### src/rtl/adc_input_axil_pkg.sv
// Shared definitions for the ADC input AXI-Lite write slave: register map,
// channel block geometry, response codes, decode selects and FSM states.
package adc_input_axil_pkg;

    // Global register byte offsets
    localparam logic [7:0] OFF_CR    = 8'h00;
    localparam logic [7:0] OFF_DSIZE = 8'h04;

    // Channel blocks start at 0x40 with a 0x10 stride; address bits [7:4]
    // identify the block, so blocks 0x4..0xB cover channels 0..7.
    localparam int unsigned CH_BASE      = 32'h40;
    localparam int unsigned CH_STRIDE    = 32'h10;
    localparam logic [3:0]  CH_BLK_FIRST = 4'(CH_BASE / CH_STRIDE);
    localparam logic [3:0]  CH_BLK_LAST  = 4'(CH_BLK_FIRST + 4'd7);

    // Word index inside a channel block (address bits [3:2])
    localparam logic [1:0] CH_WORD_START_THR = 2'd0;
    localparam logic [1:0] CH_WORD_STOP_THR  = 2'd1;
    localparam logic [1:0] CH_WORD_N_START   = 2'd2;
    localparam logic [1:0] CH_WORD_N_STOP    = 2'd3;

    // Write response codes
    localparam logic [1:0] RESP_OKAY   = 2'b00;
    localparam logic [1:0] RESP_SLVERR = 2'b10;

    // Register select produced by the address decoder
    localparam logic [2:0] SEL_NONE      = 3'd0;
    localparam logic [2:0] SEL_CR        = 3'd1;
    localparam logic [2:0] SEL_DSIZE     = 3'd2;
    localparam logic [2:0] SEL_START_THR = 3'd3;
    localparam logic [2:0] SEL_STOP_THR  = 3'd4;
    localparam logic [2:0] SEL_N_START   = 3'd5;
    localparam logic [2:0] SEL_N_STOP    = 3'd6;

    // Write-channel FSM states
    typedef enum logic [1:0] {
        ST_IDLE   = 2'd0,
        ST_COMMIT = 2'd1,
        ST_RESP   = 2'd2
    } state_e;

    // Byte-lane merge: lane i takes new data only when its strobe is set
    function automatic logic [31:0] merge_bytes(input logic [31:0] old_val,
                                                input logic [31:0] new_val,
                                                input logic [3:0]  strb);
        logic [31:0] res;
        res = old_val;
        for (int i = 0; i < 4; i++) begin
            if (strb[i]) res[i*8 +: 8] = new_val[i*8 +: 8];
        end
        return res;
    endfunction

endpackage

### src/rtl/adc_input_axil_addr_dec.sv
// Combinational write-address decoder: maps a full-width byte address onto a
// register select and channel index, flagging anything not in the map.
module adc_input_axil_addr_dec #(
    parameter int N_CH   = 2,
    parameter int ADDR_W = 12
) (
    input  logic [ADDR_W-1:0] addr,
    output logic [2:0]        sel,
    output logic [2:0]        ch,
    output logic              err
);
    import adc_input_axil_pkg::*;

    logic       upper_zero;
    logic [3:0] blk;

    // Decode; every address bit above the 256-byte window must be zero so
    // that no alias of the map is ever accepted.
    always_comb begin
        sel        = SEL_NONE;
        ch         = '0;
        err        = 1'b1;
        upper_zero = ((addr >> 8) == '0);
        blk        = addr[7:4];
        if (upper_zero && (addr[1:0] == 2'b00)) begin
            if (addr[7:0] == OFF_CR) begin
                sel = SEL_CR;
                err = 1'b0;
            end else if (addr[7:0] == OFF_DSIZE) begin
                sel = SEL_DSIZE;
                err = 1'b0;
            end else if ((blk >= CH_BLK_FIRST) && (blk <= CH_BLK_LAST)) begin
                ch = 3'(blk - CH_BLK_FIRST);
                if (int'(ch) < N_CH) begin
                    err = 1'b0;
                    case (addr[3:2])
                        CH_WORD_START_THR: sel = SEL_START_THR;
                        CH_WORD_STOP_THR:  sel = SEL_STOP_THR;
                        CH_WORD_N_START:   sel = SEL_N_START;
                        CH_WORD_N_STOP:    sel = SEL_N_STOP;
                        default:           sel = SEL_NONE;
                    endcase
                end
            end
        end
    end

endmodule

### src/rtl/adc_input_axil_wr.sv
// AXI-Lite write-only register slave for the ADC input block. AW and W are
// captured independently into holding registers while idle; once both are
// held the write commits in one cycle and a single B response follows.
//
// Handshake rule on every channel: a transfer happens on a rising ACLK edge
// where VALID and READY are both high; VALID, once raised, is held with its
// payload until that edge; READY never depends on the matching VALID.
module adc_input_axil_wr #(
    parameter int N_CH   = 2,
    parameter int THR_W  = 16,
    parameter int ADDR_W = 12
) (
    input  logic                  ACLK,
    input  logic                  ARESETN,
    input  logic [ADDR_W-1:0]     AWADDR,
    input  logic                  AWVALID,
    output logic                  AWREADY,
    input  logic [31:0]           WDATA,
    input  logic [3:0]            WSTRB,
    input  logic                  WVALID,
    output logic                  WREADY,
    output logic [1:0]            BRESP,
    output logic                  BVALID,
    input  logic                  BREADY,
    output logic [31:0]           dsize,
    output logic                  cr_test,
    output logic                  cr_rt,
    output logic                  cr_ls,
    output logic                  cr_start,
    output logic [N_CH*THR_W-1:0] ls_start_thr,
    output logic [N_CH*THR_W-1:0] ls_stop_thr,
    output logic [N_CH*32-1:0]    ls_n_start,
    output logic [N_CH*32-1:0]    ls_n_stop,
    output logic [15:0]           err_cnt,
    output logic [1:0]            dbg_state
);
    import adc_input_axil_pkg::*;

    state_e            state_q, state_d;
    logic              aw_full_q, aw_full_d;
    logic              w_full_q, w_full_d;
    logic [ADDR_W-1:0] awaddr_q, awaddr_d;
    logic [31:0]       wdata_q, wdata_d;
    logic [3:0]        wstrb_q, wstrb_d;
    logic              aw_hs, w_hs;

    logic [2:0]        dec_sel;
    logic [2:0]        dec_ch;
    logic              dec_err;

    logic [31:0]       dsize_q, dsize_d;
    logic              cr_test_q, cr_test_d;
    logic              cr_rt_q, cr_rt_d;
    logic              cr_ls_q, cr_ls_d;
    logic              cr_start_q, cr_start_d;
    logic [1:0]        bresp_q, bresp_d;
    logic [15:0]       err_cnt_q, err_cnt_d;
    logic [THR_W-1:0]  start_thr_q [N_CH];
    logic [THR_W-1:0]  start_thr_d [N_CH];
    logic [THR_W-1:0]  stop_thr_q  [N_CH];
    logic [THR_W-1:0]  stop_thr_d  [N_CH];
    logic [31:0]       n_start_q   [N_CH];
    logic [31:0]       n_start_d   [N_CH];
    logic [31:0]       n_stop_q    [N_CH];
    logic [31:0]       n_stop_d    [N_CH];
    logic [31:0]       thr_m;

    // Ready is held low while reset is asserted, otherwise open whenever idle
    // and the matching holding register is free.
    assign AWREADY   = ARESETN && (state_q == ST_IDLE) && !aw_full_q;
    assign WREADY    = ARESETN && (state_q == ST_IDLE) && !w_full_q;
    assign aw_hs     = AWVALID && AWREADY;
    assign w_hs      = WVALID && WREADY;
    assign BVALID    = (state_q == ST_RESP);
    assign BRESP     = bresp_q;
    assign dbg_state = state_q;

    assign dsize     = dsize_q;
    assign cr_test   = cr_test_q;
    assign cr_rt     = cr_rt_q;
    assign cr_ls     = cr_ls_q;
    assign cr_start  = cr_start_q;
    assign err_cnt   = err_cnt_q;

    adc_input_axil_addr_dec #(
        .N_CH   (N_CH),
        .ADDR_W (ADDR_W)
    ) u_addr_dec (
        .addr (awaddr_q),
        .sel  (dec_sel),
        .ch   (dec_ch),
        .err  (dec_err)
    );

    // Next-state logic: capture AW/W in IDLE, commit once both are held,
    // then wait in RESP for BREADY before freeing the holdings.
    always_comb begin
        state_d   = state_q;
        aw_full_d = aw_full_q;
        w_full_d  = w_full_q;
        awaddr_d  = awaddr_q;
        wdata_d   = wdata_q;
        wstrb_d   = wstrb_q;
        case (state_q)
            ST_IDLE: begin
                if (aw_hs) begin
                    aw_full_d = 1'b1;
                    awaddr_d  = AWADDR;
                end
                if (w_hs) begin
                    w_full_d = 1'b1;
                    wdata_d  = WDATA;
                    wstrb_d  = WSTRB;
                end
                if (aw_full_d && w_full_d) state_d = ST_COMMIT;
            end
            ST_COMMIT: state_d = ST_RESP;
            ST_RESP: begin
                if (BREADY) begin
                    state_d   = ST_IDLE;
                    aw_full_d = 1'b0;
                    w_full_d  = 1'b0;
                end
            end
            default: state_d = ST_IDLE;
        endcase
    end

    // FSM state and holding registers
    always_ff @(posedge ACLK or negedge ARESETN) begin
        if (!ARESETN) begin
            state_q   <= ST_IDLE;
            aw_full_q <= 1'b0;
            w_full_q  <= 1'b0;
            awaddr_q  <= '0;
            wdata_q   <= '0;
            wstrb_q   <= '0;
        end else begin
            state_q   <= state_d;
            aw_full_q <= aw_full_d;
            w_full_q  <= w_full_d;
            awaddr_q  <= awaddr_d;
            wdata_q   <= wdata_d;
            wstrb_q   <= wstrb_d;
        end
    end

    // Register-file update: only in COMMIT, only for a clean decode; a bad
    // address bumps the saturating error counter instead.
    always_comb begin
        dsize_d    = dsize_q;
        cr_test_d  = cr_test_q;
        cr_rt_d    = cr_rt_q;
        cr_ls_d    = cr_ls_q;
        cr_start_d = 1'b0;
        bresp_d    = bresp_q;
        err_cnt_d  = err_cnt_q;
        thr_m      = '0;
        for (int k = 0; k < N_CH; k++) begin
            start_thr_d[k] = start_thr_q[k];
            stop_thr_d[k]  = stop_thr_q[k];
            n_start_d[k]   = n_start_q[k];
            n_stop_d[k]    = n_stop_q[k];
        end
        if (state_q == ST_COMMIT) begin
            if (dec_err) begin
                bresp_d = RESP_SLVERR;
                if (err_cnt_q != 16'hFFFF) err_cnt_d = err_cnt_q + 16'd1;
            end else begin
                bresp_d = RESP_OKAY;
                case (dec_sel)
                    SEL_CR: begin
                        if (wstrb_q[0]) begin
                            cr_start_d = wdata_q[0];
                            cr_test_d  = wdata_q[1];
                            cr_rt_d    = wdata_q[2];
                            cr_ls_d    = wdata_q[3];
                        end
                    end
                    SEL_DSIZE: dsize_d = merge_bytes(dsize_q, wdata_q, wstrb_q);
                    default: begin
                        for (int k = 0; k < N_CH; k++) begin
                            if (int'(dec_ch) == k) begin
                                if (dec_sel == SEL_START_THR) begin
                                    thr_m = merge_bytes(32'(start_thr_q[k]), wdata_q, wstrb_q);
                                    start_thr_d[k] = thr_m[THR_W-1:0];
                                end
                                if (dec_sel == SEL_STOP_THR) begin
                                    thr_m = merge_bytes(32'(stop_thr_q[k]), wdata_q, wstrb_q);
                                    stop_thr_d[k] = thr_m[THR_W-1:0];
                                end
                                if (dec_sel == SEL_N_START)
                                    n_start_d[k] = merge_bytes(n_start_q[k], wdata_q, wstrb_q);
                                if (dec_sel == SEL_N_STOP)
                                    n_stop_d[k] = merge_bytes(n_stop_q[k], wdata_q, wstrb_q);
                            end
                        end
                    end
                endcase
            end
        end
    end

    // Register file, response code and error counter
    always_ff @(posedge ACLK or negedge ARESETN) begin
        if (!ARESETN) begin
            dsize_q    <= '0;
            cr_test_q  <= 1'b0;
            cr_rt_q    <= 1'b0;
            cr_ls_q    <= 1'b0;
            cr_start_q <= 1'b0;
            bresp_q    <= RESP_OKAY;
            err_cnt_q  <= '0;
            for (int k = 0; k < N_CH; k++) begin
                start_thr_q[k] <= '0;
                stop_thr_q[k]  <= '0;
                n_start_q[k]   <= '0;
                n_stop_q[k]    <= '0;
            end
        end else begin
            dsize_q    <= dsize_d;
            cr_test_q  <= cr_test_d;
            cr_rt_q    <= cr_rt_d;
            cr_ls_q    <= cr_ls_d;
            cr_start_q <= cr_start_d;
            bresp_q    <= bresp_d;
            err_cnt_q  <= err_cnt_d;
            for (int k = 0; k < N_CH; k++) begin
                start_thr_q[k] <= start_thr_d[k];
                stop_thr_q[k]  <= stop_thr_d[k];
                n_start_q[k]   <= n_start_d[k];
                n_stop_q[k]    <= n_stop_d[k];
            end
        end
    end

    // Pack per-channel registers onto the flat output buses
    always_comb begin
        ls_start_thr = '0;
        ls_stop_thr  = '0;
        ls_n_start   = '0;
        ls_n_stop    = '0;
        for (int k = 0; k < N_CH; k++) begin
            ls_start_thr[k*THR_W +: THR_W] = start_thr_q[k];
            ls_stop_thr[k*THR_W +: THR_W]  = stop_thr_q[k];
            ls_n_start[k*32 +: 32]         = n_start_q[k];
            ls_n_stop[k*32 +: 32]          = n_stop_q[k];
        end
    end

endmodule

### config.mk
export PLATFORM = sky130hd
export DESIGN_NAME = adc_input_axil_wr
export DESIGN_NICKNAME = d
export VERILOG_FILES = /design/src/rtl/adc_input_axil_pkg.sv /design/src/rtl/adc_input_axil_addr_dec.sv /design/src/rtl/adc_input_axil_wr.sv
export SDC_FILE = /design/constraint.sdc
export NUM_CORES = 1
export LEC_CHECK = 0
export BUFFER_PORTS_ARGS = -buffer_cell sky130_fd_sc_hd__clkbuf_2
export CORE_MARGIN = 2
export CORE_UTILIZATION = 57
export DETAILED_ROUTE_END_ITERATION = 8
export PLACE_DENSITY_LB_ADDON = 0.12
export SYNTH_ARGS = -nofsm -noshare
export SYNTH_HDL_FRONTEND = slang
export SYNTH_HIERARCHICAL = 1
export SYNTH_SLANG_ARGS = --single-unit
### constraint.sdc
create_clock -name ACLK -period 5.55 [get_ports ACLK]
set_input_delay 1.11 -clock ACLK [delete_from_list [all_inputs] [get_ports ACLK]]
set_output_delay 1.11 -clock ACLK [all_outputs]
set_load 0.1 [all_outputs]
==> flow_metrics.tcl, run 1 <==
set metrics [dict create \
    outcome "completed" \
    numPortBuffers 302 \
    synthesis.nets 799 \
    cpMaxStageDelayCell "clkbuf_2" \
    fin_tns_setup_ns 0 \
    clock_power_share_pct 35.5 \
    max_stage_delay_ns 0.55 \
    num-fill-cells 1438 \
    arrival_ns 2.53 \
    synth_warnings 6 \
    cp_top_family "buffers and inverters" \
    p_seq_share_pct 50.2 \
    grt.overflow.total 0 \
    final_cell_mix "clkbuf_2 (301), dfrtp_1 (297), mux2_2 (276), clkbuf_16 (31), nor2_2 (22)" \
    synth_top_area_share_pct 63.6 \
    seq_area_frac_synth_pct 63.6 \
    cts_tree "yes" \
    r2r_start "awaddr_q[1]" \
    clk_pin_slew_ns 0.06 \
    cts_root_buffer "clkbuf_16" \
    crit_chain "buf_8, nor4b_1, clkbuf_2" \
    crit_start "ARESETN" \
    area_delta_synth_final_pct 24.0 \
    synth_enable_flop_cells 0 \
    grt_pass1_vias 7555 \
    multi_input_area_sq_um 4160 \
    vdd_ir_drop_max_uv 714 \
    place_inst 1301 \
    start_kind "primary input" \
    leakage_nw 7.74 \
    die_area_sq_um 21700 \
    hold_depth 1 \
    fmax_mhz 275 \
    detail-route-antenna-nets 0 \
    fin_cells 1355 \
    boundaryPins 304 \
    postCtsHoldBufs 0 \
    p_per_area_nw_per_um2 381 \
    hold_violations 0 \
    yosys.area_share.simple_pct 5.67 \
    std_cell_rows 52 \
    post_cts.repair.setup_buffers 0 \
    drt_iter0_drc 289 \
    crit_buf_inv 2 \
    power_mw 5.52 \
    htreeDepth 1 \
    layout.cells.most_common "clkbuf_2" \
    die_h_um 147 \
    reg2reg_slack_ns 2.07 \
    dp_hpwl_um 18500 \
    syn-instance-count 739 \
    avgRoutedWirePerCell_um 19.8 \
    slew_violations 0 \
    antenna_found_initial 2 \
    period_needed_ns 3.64 \
    drc_errors 0 \
    crit_fanout 62 \
    via_per_inst 5.43 \
    routed_wl_um 26800 \
    hp-start "ls_n_start[45]" \
    critPathRequiredTime_ns 4.44 \
    power_switching_mw 1.68 \
    crit_type "primary input to primary output" \
    p_sw_share_pct 30.4 \
    cts_resized 0 \
    cts_buffers 31 \
    internal_power_mw 3.84 \
    drt_pass1_iterations 4 \
    ff2ff_path_depth 7 \
    maxCapViolCount 0 \
    synth_seq_cells 297 \
    diodes 0 \
    syn_avg_cell_area_sq_um 15.8 \
    hold_path_end "ls_n_start[45]" \
    worst_pin_slew_ns 1.08 \
    initial_utilization_pct 58.0 \
    place_ws_ns 1.90 \
    vias 7351 \
    ys.flop_type "dfrtp_1" \
    gp_congestion 0.838 \
    cts_buffer_depth 3 \
    worstSetupEndpointType "primary output" \
    synthAdderAreaFrac_pct 0.749 \
    grt_pass1_wl_um 42400 \
    die_w_um 147 \
    fin_crit_sh_pct 65.6 \
    layout-drive-gt1-share_pct 61.2 \
    synth_compound_area_share_pct 1.31 \
    setup_viol 0 \
    syn_area_sq_um 11700 \
    muxShareOfSynthArea_pct 26.6 \
    power_frac_comb_pct 14.4 \
    max_slew_margin_pct 27.8 \
    fin_skew_ns 0.0102 \
    synth_xor_area_share_pct 1.20 \
    synth_area_leaders "dfrtp_1 (64%), mux2_2 (27%), nor2_2 (1.2%)" \
    seqCellArea_sq_um 7430 \
    finalNetCount 1124 \
    r2r-end "ls_n_start[48]" \
    track_usage_pct 24.9 \
    grt_max_degree 175 \
    ys_types 47 \
    synthArstFlopShare_pct 100 \
    coreArea_sq_um 20200 \
    synth_top_area_cell "dfrtp_1" \
    fin_ws_ns 1.91 \
    rsz0062_at_grt "false" \
    hp-class "register to register" \
    insertion_delay_ns 0.53 \
    synth_top_family_by_area "multiplexers" \
    clock-sinks 297 \
]
==> cells by family (layout without fill, tap and decap cells) <==
group | count (synthesis) | count (layout)
AOI/OAI and AO/OA | 17 | 17
muxes | 276 | 276
DFF | 297 | 297
buffers and inverters | 18 | 364
adders and majority gates | 7 | 7
and+or+nand+nor | 107 | 107
other | 1 | 1
xor gates and xnor gates | 16 | 16
==> metrics by stage <==
stage / instance area, sq um / util, % / hold WS [ns]
floorplan: 11700 / - / 0.477
global placement: 13500 / 66.9 / 0.462
detailed placement: 13500 / 66.9 / 0.470
CTS: 14500 / 71.8 / 0.508
global route: 14500 / 71.8 / 0.514
finish: 14500 / 71.8 / 0.503
==> power groups by stage <==
stage	clock [mW]	combinational, mW	sequential, mW
after floorplan	0	0.494	2.80
after global placement	0	0.782	2.80
after detailed placement	0	0.798	2.80
after CTS	2.00	0.802	2.77
after global routing	2.10	0.858	2.82
final	1.96	0.793	2.77
==> state kept, by name (all words and copies together), names as in the netlist <==
| register | count |
|---|---|
| BRESP | 1 |
| aw_full_q | 1 |
| awaddr_q | 12 |
| cr_ls | 1 |
| cr_rt | 1 |
| cr_start | 1 |
| cr_test | 1 |
| dbg_state | 2 |
| dsize | 32 |
| err_cnt | 16 |
| ls_n_start | 64 |
| ls_n_stop | 64 |
| ls_start_thr | 32 |
| ls_stop_thr | 32 |
| w_full_q | 1 |
| wdata_q | 32 |
| wstrb_q | 4 |
==> final cells by class <==
| type | instances | area share [%] |
|---|---|---|
| flip-flops and latches | 297 | 51.3 |
| multi-input cells | 424 | 28.7 |
| repair buffers | 304 | 10.7 |
| clock buffers | 47 | 6.53 |
| well taps | 270 | 2.33 |
| clock inverters | 7 | 0.285 |
| inverters | 6 | 0.155 |
==> metal layers <==
layer	global-route usage [%]	vias up	share of wire [%]
li1	-	3297	-
met1	34.1	3754	43
met2	39.9	243	48
met3	6.09	55	6.9
met4	7.40	2	2.8
met5	0	-	0.049
==> worst max-delay path by stage <==
stage | end | slack, ns | depth (start not counted)
after floorplan | awaddr_q[10] | 0.03 | 5
after global placement | AWREADY | 1.95 | 3
after detailed placement | AWREADY | 1.90 | 3
after CTS | AWREADY | 1.89 | 3
after global routing | AWREADY | 1.76 | 3
final | AWREADY | 1.91 | 3
==> cells in the mapped netlist, types with 2 or more instances <==
library cell	n
dfrtp_1	297
mux2_2	276
nor2_2	22
nand2_1	21
nor2_1	8
xnor2_1	8
xor2_1	8
and3_1	7
ha_1	7
nand3_1	7
nand4_1	7
inv_1	6
a21oi_1	4
buf_6	4
nor3_1	4
nor4_1	4
buf_1	3
clkbuf_1	3
nor2b_1	3
nor4b_1	3
o211ai_1	3
o21ai_0	3
and2_1	2
and3b_1	2
nand2b_1	2
nand3b_1	2
nor3_4	2
or4_4	2
==> worst reg2reg max path, cell delays in order (launching register included) <==
cell	delay, ns
dfrtp_1	0.40
or4_4	0.55
nor3_4	0.21
and3_1	0.42
nor4bb_1	0.50
nand2_1	0.33
nor2_2	0.55
mux2_2	0.41
Power figures use the tool's default switching activity.
==> inputs of run 2 (changes only) <==
CORE_UTILIZATION = 53   (was 57)
clock period = 3.6 ns   (was 5.55 ns; I/O delays follow)
==> run 2 against run 1 <==
Register-to-register slack got worse by 1.8 ns. Largest power group unchanged. Highest routed layer is now met4. Global-route usage is 1.5 points lower. Sequential share of layout area decreased by 0.60 points. Wire length is 1.1% higher.
==> flow_metrics.tcl, run 2 (synthesis gave the netlist of run 1 again) <==
set metrics [dict create \
    layout-drive-gt1-share_pct 61.6 \
    fin_tns_setup_ns 0 \
    maxCapViolCount 0 \
    whs_ns 0.0821 \
    arrival_ns 3.79 \
    antenna_found_initial 0 \
    grt.overflow.total 0 \
    cp-endpoint "ls_n_stop[1]" \
    drt_iter0_drc 250 \
    cts_buffer_depth 3 \
    slew_violations 0 \
    r2r-end "ls_n_stop[1]" \
    clk_pin_slew_ns 0.06 \
    crit_fanout 8 \
    cts_root_buffer "clkbuf_16" \
    finish.utilization_pct 67.4 \
    ff2ff_path_depth 7 \
    fin_crit_sh_pct 93.4 \
    setup_viol 0 \
    initial_utilization_pct 53.7 \
    drc_errors 0 \
    crit_start "awaddr_q[1]" \
    routed_wl_um 27100 \
    grt_max_degree 164 \
    diodes 0 \
    vdd_ir_drop_max_uv 965 \
    grt_pass1_wl_um 43500 \
    crit_type "register to register" \
    cts_resized 0 \
    start_kind "register" \
    layout.cells.most_common "clkbuf_2" \
    design_area_sq_um 14700 \
    dp_hpwl_um 19000 \
    final_cell_mix "clkbuf_2 (301), dfrtp_1 (297), mux2_2 (276), clkbuf_16 (31), nor2_2 (22)" \
    reg2reg_slack_ns 0.24 \
    max_slew_margin_pct 31.7 \
    drt_pass1_iterations 4 \
    die_h_um 153 \
    hold_violations 0 \
    outcome "completed" \
    r2r_start "awaddr_q[1]" \
    postCtsHoldBufs 0 \
    leakage_nw 7.83 \
    gp_congestion 0.830 \
    clock-sinks 297 \
    critPathRequiredTime_ns 4.03 \
    grt_pass1_vias 7526 \
    die_w_um 153 \
    fin_cells 1374 \
    insertion_delay_ns 0.54 \
    std_cell_rows 54 \
    place_inst 1318 \
    track_usage_pct 23.4 \
    p_per_area_nw_per_um2 601 \
    period_needed_ns 3.36 \
    hp-class "primary input to async pin" \
    post_cts.repair.setup_buffers 0 \
    vias 7317 \
    fin_skew_ns 0.0143 \
    placed_area_sq_um 13600 \
    fmax_mhz 297 \
    boundaryPins 304 \
    numPortBuffers 302 \
    detail-route-antenna-nets 0 \
    die_area_sq_um 23300 \
    via_per_inst 5.33 \
    coreArea_sq_um 21800 \
    area_delta_synth_final_pct 25.4 \
    worst_pin_slew_ns 1.02 \
    cts_tree "yes" \
    avgRoutedWirePerCell_um 19.7 \
    worstSetupEndpointType "register" \
    rsz0062_at_grt "false" \
    finalNetCount 1130 \
    htreeDepth 1 \
    cts_buffers 30 \
]
## run 2: stage by stage
step	power, mW	setup slack (ns)
after CTS	8.88	0.217
after floorplan	5.10	0.436
after detailed placement	5.58	0.222
final	8.81	0.236
after global routing	9.20	0.00840
after global placement	5.55	0.273
## run 2: worst min-delay path by stage
stage,depth (start not counted),slack (ns),to,start
floorplan,0,0.42,BRESP[1],ARESETN
global placement,2,0.46,BRESP[1],BRESP[1]
detailed placement,1,0.49,err_cnt[15],err_cnt[15]
CTS,1,0.08,ls_n_stop[51],ARESETN
global route,1,0.11,ls_n_stop[51],ARESETN
finish,1,0.08,ls_n_stop[51],ARESETN
## run 2: final cells by class
cell class	instances	area, sq um
sequential	297	7430
inverter	6	22.5
multi-input combinational	424	4190
fill	1659	7090
clock inverter	12	166
clock buffer	44	905
tap	280	350
timing repair buffer	311	1600
## run 2: power breakdown
| part | switching, mW | leakage, nW | internal (mW) |
|---|---|---|---|
| combinational | 0.764 | 3.26 | 0.474 |
| sequential | 0.621 | 4.04 | 3.67 |
| clock | 1.27 | 0.530 | 2.02 |
| total | 2.65 | 7.83 | 6.16 |
## run 2: layer usage
metal	part of all wire, %	vias to the layer above	wire length (um)	track usage (%)
met3	6.9	43	1870	5.66
met1	44	3735	12000	32.8
li1	-	3312	-	-
met2	47	227	12600	37.6
met5	0	-	0	0
met4	2.3	0	610	5.42
## run 2: critical path, stage by stage (launching register included)
cell and delay (ns):
dfrtp_1 0.41, or4_4 0.56, nor3_4 0.21, o21ai_0 0.28, nor3b_4 0.46, o211ai_2 0.40
nor2_2 0.54, mux2_2 0.40
